### config.mk
export PLATFORM = sky130hd
export DESIGN_NAME = duck_sprite_fetch
export DESIGN_NICKNAME = d
export VERILOG_FILES = /design/src/rtl/duck_sprite_fetch.sv
export SDC_FILE = /design/constraint.sdc
export NUM_CORES = 1
export LEC_CHECK = 0
export CAP_MARGIN = 30
export CELL_PAD_IN_SITES_DETAIL_PLACEMENT = 1
export CELL_PAD_IN_SITES_GLOBAL_PLACEMENT = 1
export CORE_ASPECT_RATIO = 0.5
export CORE_MARGIN = 2
export CORE_UTILIZATION = 40
export DETAILED_ROUTE_END_ITERATION = 8
export GPL_ROUTABILITY_DRIVEN = 0
export MAX_ROUTING_LAYER = met4
export PLACE_DENSITY = 0.83
export SLEW_MARGIN = 20
export SYNTH_ARGS = -nofsm -noshare
export SYNTH_HDL_FRONTEND = slang
export SYNTH_SLANG_ARGS = --single-unit
### constraint.sdc
create_clock -name Clk -period 9.2 [get_ports Clk]
set_input_delay 1.84 -clock Clk [delete_from_list [all_inputs] [get_ports Clk]]
set_output_delay 1.84 -clock Clk [all_outputs]
set_load 0.01 [all_outputs]
### src/rtl/duck_sprite_fetch.sv
// Duck sprite fetch-and-colour pipeline: frame latch, animation, hit test, RAM address, palette.
// Optional horizontal mirroring is enabled by defining DUCK_MIRROR_EN (adds input h_flip).
module duck_sprite_fetch #(
  parameter int unsigned SPRITE_W   = 20,
  parameter int unsigned SPRITE_H   = 20,
  parameter int unsigned FLY_FRAMES = 3,
  parameter int unsigned ANIM_DIV   = 8
) (
  input  logic        Clk,
  input  logic        Reset,
  input  logic        frame_clk,
  input  logic [9:0]  DrawX,
  input  logic [9:0]  DrawY,
  input  logic [9:0]  duck_x,
  input  logic [9:0]  duck_y,
  input  logic [1:0]  duck_state,
`ifdef DUCK_MIRROR_EN
  input  logic        h_flip,
`endif
  output logic [18:0] read_address,
  input  logic [4:0]  data_In,
  output logic        sprite_on,
  output logic [7:0]  Red,
  output logic [7:0]  Green,
  output logic [7:0]  Blue
);

  localparam int unsigned AW = 19;
  localparam int unsigned DW = 11;
  localparam int unsigned FW = $clog2(FLY_FRAMES + 3);
  localparam int unsigned CW = (ANIM_DIV > 1) ? $clog2(ANIM_DIV) : 1;

  typedef enum logic [1:0] {
    ST_FLYING  = 2'b00,
    ST_SHOT    = 2'b01,
    ST_FALLING = 2'b10,
    ST_HIDDEN  = 2'b11
  } duck_st_e;

  // Latched per-frame copies of the sprite inputs.
  logic           r_fclk_d;
  logic [9:0]     r_x;
  logic [9:0]     r_y;
  duck_st_e       r_state;
  logic [FW-1:0]  r_frame;
  logic [CW-1:0]  r_cnt;
  logic           r_hit1;
  logic           r_hit2;
`ifdef DUCK_MIRROR_EN
  logic           r_flip;
  logic           w_flip;
`endif

  logic           w_edge;
  duck_st_e       w_st_in;
  logic           w_wrap;
  logic [FW-1:0]  w_frame_nxt;
  logic [CW-1:0]  w_cnt_nxt;
  logic [9:0]     w_x;
  logic [9:0]     w_y;
  duck_st_e       w_state;
  logic [FW-1:0]  w_frame;
  logic [DW-1:0]  w_dx;
  logic [DW-1:0]  w_dy;
  logic [DW-1:0]  w_col;
  logic           w_hit;
  logic [AW-1:0]  w_addr;
  logic           w_opaque;

  function automatic logic [23:0] palette(input logic [4:0] idx);
    logic [23:0] rgb;
    case (idx)
      5'd0:    rgb = 24'h000000;
      5'd1:    rgb = 24'h000000;
      5'd2:    rgb = 24'hFFFFFF;
      5'd3:    rgb = 24'h8B4513;
      5'd4:    rgb = 24'h00A000;
      5'd5:    rgb = 24'hFFD000;
      default: rgb = 24'h808080;
    endcase
    return rgb;
  endfunction

  assign w_edge  = frame_clk & ~r_fclk_d;
  assign w_st_in = duck_st_e'(duck_state);
  assign w_wrap  = (r_cnt == CW'(ANIM_DIV - 1));

  // Next animation frame/counter, evaluated against the incoming state.
  always_comb begin
    w_frame_nxt = r_frame;
    w_cnt_nxt   = r_cnt;
    case (w_st_in)
      ST_FLYING: begin
        if (r_state != ST_FLYING) begin
          w_frame_nxt = '0;
          w_cnt_nxt   = '0;
        end else if (w_wrap) begin
          w_cnt_nxt   = '0;
          w_frame_nxt = (r_frame == FW'(FLY_FRAMES - 1)) ? '0 : FW'(r_frame + 1'b1);
        end else begin
          w_cnt_nxt   = CW'(r_cnt + 1'b1);
        end
      end
      ST_SHOT: begin
        w_frame_nxt = FW'(FLY_FRAMES);
        w_cnt_nxt   = '0;
      end
      ST_FALLING: begin
        if (r_state != ST_FALLING) begin
          w_frame_nxt = FW'(FLY_FRAMES + 1);
          w_cnt_nxt   = '0;
        end else if (w_wrap) begin
          w_cnt_nxt   = '0;
          w_frame_nxt = (r_frame == FW'(FLY_FRAMES + 1)) ? FW'(FLY_FRAMES + 2)
                                                         : FW'(FLY_FRAMES + 1);
        end else begin
          w_cnt_nxt   = CW'(r_cnt + 1'b1);
        end
      end
      default: begin
        w_frame_nxt = r_frame;
        w_cnt_nxt   = r_cnt;
      end
    endcase
  end

  // The pixel in the edge cycle already sees the freshly latched values.
  assign w_x     = w_edge ? duck_x      : r_x;
  assign w_y     = w_edge ? duck_y      : r_y;
  assign w_state = w_edge ? w_st_in     : r_state;
  assign w_frame = w_edge ? w_frame_nxt : r_frame;
`ifdef DUCK_MIRROR_EN
  assign w_flip  = w_edge ? h_flip      : r_flip;
`endif

  assign w_dx = DW'({1'b0, DrawX}) - DW'({1'b0, w_x});
  assign w_dy = DW'({1'b0, DrawY}) - DW'({1'b0, w_y});

  // A set sign bit means the scan is left of / above the box.
  assign w_hit = ~w_dx[DW-1] && (w_dx < DW'(SPRITE_W)) &&
                 ~w_dy[DW-1] && (w_dy < DW'(SPRITE_H)) &&
                 (w_state != ST_HIDDEN);

`ifdef DUCK_MIRROR_EN
  assign w_col = w_flip ? DW'(DW'(SPRITE_W - 1) - w_dx) : w_dx;
`else
  assign w_col = w_dx;
`endif

  assign w_addr = AW'(AW'(w_frame) * AW'(SPRITE_W * SPRITE_H)) +
                  AW'(AW'(w_dy) * AW'(SPRITE_W)) + AW'(w_col);

  assign w_opaque = r_hit2 && (data_In != 5'd0);

  always_ff @(posedge Clk) begin
    if (Reset) begin
      r_fclk_d     <= 1'b1;
      r_x          <= '0;
      r_y          <= '0;
      r_state      <= ST_HIDDEN;
      r_frame      <= '0;
      r_cnt        <= '0;
`ifdef DUCK_MIRROR_EN
      r_flip       <= 1'b0;
`endif
      read_address <= '0;
      r_hit1       <= 1'b0;
      r_hit2       <= 1'b0;
      sprite_on    <= 1'b0;
      Red          <= '0;
      Green        <= '0;
      Blue         <= '0;
    end else begin
      r_fclk_d <= frame_clk;
      if (w_edge) begin
        r_x     <= duck_x;
        r_y     <= duck_y;
        r_state <= w_st_in;
        r_frame <= w_frame_nxt;
        r_cnt   <= w_cnt_nxt;
`ifdef DUCK_MIRROR_EN
        r_flip  <= h_flip;
`endif
      end
      if (w_hit) begin
        read_address <= w_addr;
      end
      r_hit1    <= w_hit;
      r_hit2    <= r_hit1;
      sprite_on <= w_opaque;
      {Red, Green, Blue} <= w_opaque ? palette(data_In) : 24'h000000;
    end
  end

endmodule

## Yosys cells after proc, flatten, opt, wreduce, memory -nomap -nowiden

Index checks and enable logic that the tools add are counted.

- Flip-flop bits (word level): 75
- Input port bits: 50
- Output and inout port bits: 44
- Logic and storage cells: 69

- Add/sub/neg operators: 6
- $mul: 2
- Magnitude comparators: 2
- Equal/unequal tests: 12
- Muxes and demuxes: 16
- Bitwise operators: 5
- Reduce and logical (&&, ||, !) cells: 13

Operators with widths:

| kind | number |
|---|---|
| one-hot mux 24 bit (5 select lines) | 1 |
| 2-to-1 mux 3 bit | 9 |
| less-than comparator 11 x 5 -> 1 bit (second input constant) | 2 |
| subtractor 10 x 10 -> 11 bit | 2 |
| 2-to-1 mux 10 bit | 2 |
| adder 17 x 11 -> 18 bit | 1 |
| one-hot mux 3 bit (3 select lines) | 2 |
| adder 12 x 16 -> 17 bit | 1 |
| multiplier 11 x 3 -> 14 bit (second input constant) | 1 |
| == test 5 x 2 -> 1 bit (second input constant) | 2 |
| == test 5 x 3 -> 1 bit (second input constant) | 2 |
| multiplier 3 x 5 -> 8 bit (second input constant) | 1 |
| adder 3 x 1 -> 3 bit (second input constant) | 2 |
| == test 3 bit (second input constant) | 2 |
| == test 5 x 1 -> 1 bit (second input constant) | 1 |
| logical AND 1 bit | 5 |
| logical NOT 5 bit | 1 |
| nonzero test 5 bit | 1 |
| inequality test 2 bit (second input constant) | 2 |
| NOT 1 bit | 4 |
| OR reduction 2 bit | 2 |
| == test 3 x 2 -> 1 bit (second input constant) | 1 |
| nonzero test 3 bit | 1 |
| == test 2 x 1 -> 1 bit (second input constant) | 1 |
| 7 further kinds | 7 |

## Logic depth before layout (Yosys ltp)

Gate-level depths: netlist (run 1).

- Word-level depth: 9
- Depth in mapped cells: 31
- Mapped depth without buffers: 29

## Least setup slack after synthesis (run 1)

OpenSTA, ideal clock, no wires.

- Kind: input port to flip-flop
- Start point: input frame_clk
- End point: register read_address[14]
- Setup time: 0.120 ns
- Arrival time: 7.592 ns
- Data required time: 9.080 ns
- Path slack: 1.489 ns
- Cell stages on the path: 31
- Buffers on the path: 2
- Cell sequence: nand2b_1 buf_2 buf_1 nand2_1 nand2_1 ha_1 inv_1 ha_1 a311o_1 maj3_2 maj3_2 xnor2_2 inv_1 ha_1 inv_1 fa_1 nor2b_1 o21ai_0 nor2b_1 xnor2_1 fa_1 ha_1 nor3_1 o2111ai_1 a31o_2 a21o_1 a21oi_1 o21bai_1 xnor2_1 nor4_1 o21bai_2

- Elaborated cells on any way between the ends: 20
- Classes of those cells: add/sub (4); mul (2); order compare (2); eq/ne (1); mux (4); bitwise (3); reduce/logical (4)

RTL lines:

| what | RTL line | source |
|---|---|---|
| start: declaration | 11 | `input logic frame_clk,` |
| AND 1 bit * | 84 | `assign w_edge = frame_clk & ~r_fclk_d;` |
| 2-to-1 mux 10 bit * | -- |  |
| named net w_y[0] | 60 | `logic [9:0] w_y;` |
| subtractor 10 x 10 -> 11 bit * | 137 | `assign w_dy = DW'({1'b0, DrawY}) - DW'({1'b0, w_y});` |
| branches (longest 4 deep; another with adder 17 x 11 -> 18 bit) | -- |  |
| end signal: assignment | 186 | `read_address <= w_addr;` |
| end: declaration | 20 | `output logic [18:0] read_address,` |

Mark *: on every way through the listed nets, which the timed path passes.
A chain may end at the register's enable or synchronous reset.

## Final worst setup path (run 1)

Ends and elaborated chain as after synthesis.

==> metrics.md, run 1 <==
| Metric | Value |
|---|---|
| Clk slew on worst S/H paths | 0.06 ns |
| Seq/Total Area, Yosys | 0.234 |
| DIE HEIGHT | 82.1 um |
| Crit Path Max Fanout | 8 |
| Outcome | finished, final reports clean |
| Synth Instances | 566 |
| Synth Flop Type | dfxtp_1 |
| Antenna Cells | 0 |
| Clock sink total | 57 |
| CTS tree | built |
| Chip Width | 160 um |
| Worst slack, placed | 0.511 ns |
| Fraction of layout cells with a size suffix above 1 | 0.0654 |
| Via count | 4311 |
| Port Buffers | 91 |
| DR iter-0 viols | 184 |
| Final non-filler cell total | 807 |
| Row cnt | 28 |
| WP data required | 9.43 ns |
| Routed Antenna Nets | 0 |
| Register bit total from synthesis | 57 |
| H-tree depth | 3 |
| FFs w/ async S/R, synth | 0 |
| WP buf/inv | 4 |
| Period utilization | 0.925 |
| Tot GR Track Use | 0.221 |
| Mean Syn Cell Area | 8.62 sq um |
| Crit path max-delay cell type | clkdlybuf4s50_1 |
| Top post-synthesis cells by area | dfxtp_1, ha_1, nor2_1 |
| Vias in the first global route | 4447 |
| Max_cap viols | 0 |
| HPWL after DPL | 10600 um |
| Root Buffer | clkbuf_16 |
| Worst Slack Setup Final | 0.689 ns |
| Placeable Area | 0.0118 sq mm |
| GRT overflow | 0 |
| Maximum vdd drop | 136 uV |
| Final worst path period need | 8.51 ns |
| CP max stage delay | 0.60 ns |
| Synth warnings | 0 |
| Top Family by Delay on Critical Path | adder cells |
| Placed Cells incl. Taps | 792 |
| Drt drc | 0 |
| Tightest Hold Check Type | register to register |
| Max Fclk | 0.117 GHz |
| CP Class | primary input to register |
| Pleak | 2.72 nW |
| Total CTS buffers | 9 |
| Layout Utilization | 0.517 |
| Synth-to-Final Area Change | 25.5% |
| RSZ-0062 raised after global routing | no |
| Final wirelength | 13600 um |
| Postcts setup bufs | 0 |
| Worst-margin pin slew | 0.982 ns |
| Starting density of the core | 0.412 |
| WP data arrival | 8.74 ns |
| Nets | 755 |
| Final Instance Area | 0.00612 sq mm |
| Most used cell, CP | ha_1 |
| Final Hold Viols | 0 |
| Power Density | 224 mW/mm^2 |
| Max clock buf depth | 2 |
| Die footprint | 0.0132 sq mm |
| # hold bufs at CTS | 0 |
| Placed instance area | 0.00581 sq mm |
| Post-DR wirelength/cell | 16.9 um |
| Post-synth EDFFs | 0 |
| Yosys top cell area share | 0.234 |
| Largest net degree at the start of global routing | 66 |
| Post-synth cell types | 71 |
| Slew Viols, Final | 0 |
| Setup-failing EPs final | 0 |
| Clk Latency, worst-skew pair | 0.34 ns |
| Startpoint type of the worst setup path | primary input |
| Drt pass-1 iters | 4 |
| Worst Clk Skew | 0.00350 ns |
| Global-route wire length before repair | 22100 um |
| Synth Cell Area | 0.00488 sq mm |
| Post-synth top area cell | dfxtp_1 |
| Setup TNS Final | 0 ns |
| Antenna violations before repair | 0 |
| Post-DR vias/cell | 5.34 |
| I/O pin total | 94 |
| Post_cts resized | 0 |
| Rel. slew slack | 0.337 |
| CP Capture Type | register |
## where the power goes
group	internal (mW)	leakage (nW)	switching, mW
registers	0.251	0.461	0.00237
clock network	0.243	0.159	0.125
logic	0.309	2.10	0.443
## cell families after synthesis
group / Yosys count / synth area share
other: 1 / 0.000768
buffers and inverters: 74 / 0.0733
and+or+nand+nor: 178 / 0.191
muxes: 25 / 0.0521
xor gates and xnor gates: 35 / 0.0644
DFF: 57 / 0.234
AOI/OAI and AO/OA: 127 / 0.193
adders and majority gates: 69 / 0.192
## sequential cells by signal (all words and copies together), names as in the netlist
| name | flops |
|---|---|
| Blue | 1 |
| Green | 4 |
| Red | 3 |
| r_cnt | 3 |
| r_fclk_d | 1 |
| r_frame | 3 |
| r_hit1 | 1 |
| r_hit2 | 1 |
| r_state | 2 |
| r_x | 10 |
| r_y | 10 |
| read_address | 17 |
| sprite_on | 1 |
## final cells by class
class | count | area, sq um
Tap cell | 165 | 206
Sequential cell | 57 | 1140
Fill cell | 1429 | 5720
Inverter | 41 | 154
Multi-Input combinational cell | 436 | 3380
Timing Repair Buffer | 93 | 921
Clock buffer | 10 | 239
Clock inverter | 5 | 78.8
## per-stage QoR
stage / hold WS (ns) / total power [mW]
after floorplan: 0.414 / 0.807
after global placement: 0.432 / 0.955
after detailed placement: 0.458 / 0.989
after CTS: 0.472 / 1.37
after global routing: 0.476 / 1.48
final: 0.466 / 1.37
## path summary, 6_finish.rpt
path	from	end	slack (ns)	cells past startpoint
max reg2reg	r_fclk_d	read_address[14]	2.47	29
min reg2reg	r_hit1	r_hit2	0.47	1
min	r_hit1	r_hit2	0.47	1
max	frame_clk	read_address[14]	0.69	30
## placed cells by master, fill, tap and decap left out, types with 3 or more instances in the layout
master           instances
clkdlybuf4s50_1         90
nor2_1                  66
dfxtp_1                 57
ha_1                    57
inv_1                   41
a21oi_1                 29
mux2i_1                 22
nand2b_1                20
nand2_1                 19
nor2b_1                 18
xor2_1                  17
xnor2_1                 17
o21ai_0                 16
nor3_1                  14
a21o_1                  10
o21ai_1                 10
fa_1                    10
o41ai_2                  9
clkbuf_16                9
and2_1                   6
nand3_1                  5
nor4_1                   5
o21a_1                   4
o21bai_1                 4
or4_1                    4
a211oi_1                 4
o31ai_1                  3
a211o_1                  3
and3_1                   3
or2_2                    3
o41ai_1                  3
a22oi_1                  3
## routing by layer
layer,track usage,part of all wire,up-vias
li1,-,-,2127
met1,0.280,0.49,2054
met2,0.369,0.45,114
met3,0.0425,0.049,16
met4,0.0622,0.012,0
met5,-,0,-
## cell usage after synthesis, types with 5 or more instances
cell / number
nand3_1: 5
xor2_1: 17
fa_1: 10
a21oi_1: 29
and2_1: 6
inv_1: 41
mux2i_1: 22
nand2_1: 19
dfxtp_1: 57
nand2b_1: 20
o21ai_0: 16
a21o_1: 10
clkbuf_1: 7
xnor2_1: 17
o41ai_2: 9
nor2_1: 66
o21ai_1: 10
buf_4: 18
nor2b_1: 18
ha_1: 57
nor3_1: 14
nor4_1: 5
Note: power is estimated with default switching activity, not from simulation.
==> inputs of run 2 (changes only) <==
ABC_AREA = 1   (was default)
CORE_UTILIZATION = 38   (was 40)
PLACE_DENSITY = 0.82   (was 0.83)
==> metrics.md, run 2 <==
| Metric | Value |
|---|---|
| Crit Path Max Fanout | 29 (was 8) |
| Worst Clk Skew | 0.00861 ns (was 0.00350 ns) |
| Global-route wire length before repair | 24700 um (was 22100 um) |
| Psw | 0.570 mW (was 0.571 mW) |
| Via count | 4999 (was 4311) |
| Crit path max-delay cell type | clkdlybuf4s50_1 (unchanged) |
| Maximum vdd drop | 94.8 uV (was 136 uV) |
| Rel. slew slack | 0.492 (was 0.337) |
| Cell-internal power | 0.741 mW (was 0.803 mW) |
| Max clock buf depth | 2 (unchanged) |
| Startpoint type of the worst setup path | primary input (unchanged) |
| WP data arrival | 7.83 ns (was 8.74 ns) |
| Postcts setup bufs | 0 (unchanged) |
| Outcome | finished, final reports clean (unchanged) |
| R2r startpoint | r_fclk_d (unchanged) |
| Max Fclk | 0.131 GHz (was 0.117 GHz) |
| H-tree depth | 3 (unchanged) |
| Worst setup startpoint | frame_clk (unchanged) |
| Max_cap viols | 0 (unchanged) |
| Clk slew on worst S/H paths | 0.06 ns (about the same) |
| Synth-to-Final Area Change | 23.3% (was 25.5%) |
| WHS Path Cells | 2 (was 1) |
| WP buf/inv | 5 (was 4) |
| Worst slack, placed | 1.36 ns (was 0.511 ns) |
| Biggest register | read_address (unchanged) |
| Post_cts resized | 0 (unchanged) |
| Setup TNS Final | 0 ns (unchanged) |
| Synth warnings | 0 (unchanged) |
| Critical Path Sink | read_address[15] (was read_address[14]) |
| Tot GR Track Use | 0.218 (was 0.221) |
| Top post-synthesis cells by area | dfxtp_1, ha_1, nand2_1 (was dfxtp_1, ha_1, nor2_1) |
| CP Class | primary input to register (unchanged) |
| Crit path depth | 32 (was 30) |
| Starting density of the core | 0.388 (was 0.412) |
| Reg power frac | 0.193 (was 0.184) |
| Most frequent cells in the layout | nand2_1, inv_1, nor2_1 (was clkdlybuf4s50_1, nor2_1, dfxtp_1, ha_1, inv_1) |
| Most used cell, CP | ha_1 (unchanged) |
| Clk Latency, worst-skew pair | 0.33 ns (was 0.34 ns) |
| Row cnt | 30 (was 28) |
| Top Family by Delay on Critical Path | adder cells (unchanged) |
| Worst Slack Setup Final | 1.59 ns (was 0.689 ns) |
| Largest net degree at the start of global routing | 31 (was 66) |
| FFs w/ async S/R, synth | 0 (unchanged) |
| Routed Antenna Nets | 0 (unchanged) |
| Synth Flop Type | dfxtp_1 (unchanged) |
| RSZ-0062 raised after global routing | no (unchanged) |
| Antenna Cells | 0 (unchanged) |
| Setup-failing EPs final | 0 (unchanged) |
| Reg2Reg Depth | 32 (was 29) |
| Port Buffers | 91 (unchanged) |
| CP max stage delay | 0.66 ns (was 0.60 ns) |
| Final Hold Viols | 0 (unchanged) |
| Antenna violations before repair | 0 (unchanged) |
| Post-synth cell types | 47 (was 71) |
| Die footprint | 0.0148 sq mm (was 0.0132 sq mm) |
| Power Density | 203 mW/mm^2 (was 224 mW/mm^2) |
| CP Capture Type | register (unchanged) |
| GRT overflow | 0 (unchanged) |
| Register bit total from synthesis | 57 (unchanged) |
| Post-DR wirelength/cell | 14.8 um (was 16.9 um) |
| Drt drc | 0 (unchanged) |
| Period utilization | 0.827 (was 0.925) |
| Mean Syn Cell Area | 6.95 sq um (was 8.62 sq um) |
| CTS tree | built (unchanged) |
| Post-synth EDFFs | 0 (unchanged) |
| Drt pass-1 iters | 4 (unchanged) |
| Worst-margin pin slew | 0.757 ns (was 0.982 ns) |
| Layout Utilization | 0.479 (was 0.517) |
| Final worst path period need | 7.61 ns (was 8.51 ns) |
| Vias in the first global route | 5098 (was 4447) |
| Placeable Area | 0.0135 sq mm (was 0.0118 sq mm) |
| Commonest non-fill, non-tap cell in the layout | nand2_1 (was clkdlybuf4s50_1) |
| Final wirelength | 14900 um (was 13600 um) |
| Post-synth top cells | nand2_1, inv_1, nor2_1 (was nor2_1, dfxtp_1, ha_1) |
| Worst flop-to-flop path endpoint | read_address[15] (was read_address[14]) |
| Hold slack | 0.408 ns (was 0.466 ns) |
| FF-to-FF setup slack | 3.40 ns (was 2.47 ns) |
| Nets | 946 (was 755) |
| Tightest Hold Check Type | register to register (unchanged) |
| Largest regs | read_address (17), r_x (10), r_y (10) (unchanged) |
| Most common cell in the netlist | nand2_1 (was nor2_1) |
| # hold bufs at CTS | 0 (unchanged) |
| HPWL after DPL | 12200 um (was 10600 um) |
| Chip Width | 170 um (was 160 um) |
| Synth Cell Area | 0.00525 sq mm (was 0.00488 sq mm) |
| Max FFs per register | 17 (unchanged) |
| DIE HEIGHT | 87.1 um (was 82.1 um) |
| Post-synth top area cell | dfxtp_1 (unchanged) |
| Root Buffer | clkbuf_16 (unchanged) |
| Pleak | 3.26 nW (was 2.72 nW) |
| Total CTS buffers | 9 (unchanged) |
| Clock power share | 0.260 (was 0.268) |
| Yosys top cell area share | 0.218 (was 0.234) |
| DR iter-0 viols | 162 (was 184) |
| Synth Instances | 755 (was 566) |
| Switching Share | 0.435 (was 0.416) |
| Comb pwr share | 0.547 (was 0.548) |
| Seq/Total Area, Yosys | 0.218 (was 0.234) |
| Fraction of layout cells with a size suffix above 1 | 0.0731 (was 0.0654) |
| I/O pin total | 94 (unchanged) |
| Slew Viols, Final | 0 (unchanged) |
| Post-DR vias/cell | 4.95 (was 5.34) |
| Clock sink total | 57 (unchanged) |
| WP data required | 9.42 ns (was 9.43 ns) |
==> run 2: how the worst min path moves through the flow <==
stage / startpoint / endpoint / slack, ns
6_report: r_hit1 / r_hit2 / 0.41
5_1_grt: r_hit1 / r_hit2 / 0.42
4_1_cts: r_hit1 / r_hit2 / 0.41
3_5_place_dp: r_hit1 / r_hit2 / 0.41
3_3_place_gp: r_hit1 / r_hit2 / 0.40
2_1_floorplan: r_hit1 / r_hit2 / 0.39
==> run 2: layer usage <==
layer | GRT usage | part of all wire
met5 | - | 0
met4 | 0.0536 | 0.012
met3 | 0.0404 | 0.056
met2 | 0.361 | 0.44
met1 | 0.277 | 0.49
==> run 2: through the flow <==
stage               power [mW]  cell area [sq um]  cells
CTS                       1.32               6470   1010
global placement         0.937               6170    994
finish                    1.31               6470   1010
floorplan                0.793               5250    756
global route              1.42               6470   1010
detailed placement       0.960               6170    994
==> run 2: worst min-delay path, delay by kind of cell (launching register included) <==
kind,cells,cell delay (ns)
flops,1,0.30
buf+inv,1,0.04
simple gates,1,0.03
==> run 2: cells by family after synthesis <==
logic type | count (synthesis) | share of synthesized area
and+or+nand+nor | 369 | 0.339
xor gates and xnor gates | 19 | 0.0317
muxes | 14 | 0.0267
DFF | 57 | 0.218
adders and majority gates | 67 | 0.174
other | 1 | 0.000715
buffers and inverters | 155 | 0.131
AOI/OAI and AO/OA | 73 | 0.0797
==> run 2: layout make-up <==
cell class,count,area [sq um]
tap,176,220
sequential,57,1140
clock inverter,6,57.6
timing repair buffer,92,918
fill,1734,7050
inverter,125,469
clock buffer,10,239
multi-input combinational,544,3420
==> run 2: power by group through the flow <==
stage / Clock (mW) / Combinational (mW) / Sequential, mW
after floorplan: 0 / 0.535 / 0.258
after global placement: 0 / 0.678 / 0.259
after detailed placement: 0 / 0.701 / 0.259
after CTS: 0.348 / 0.714 / 0.254
after global routing: 0.360 / 0.805 / 0.254
final: 0.341 / 0.717 / 0.254
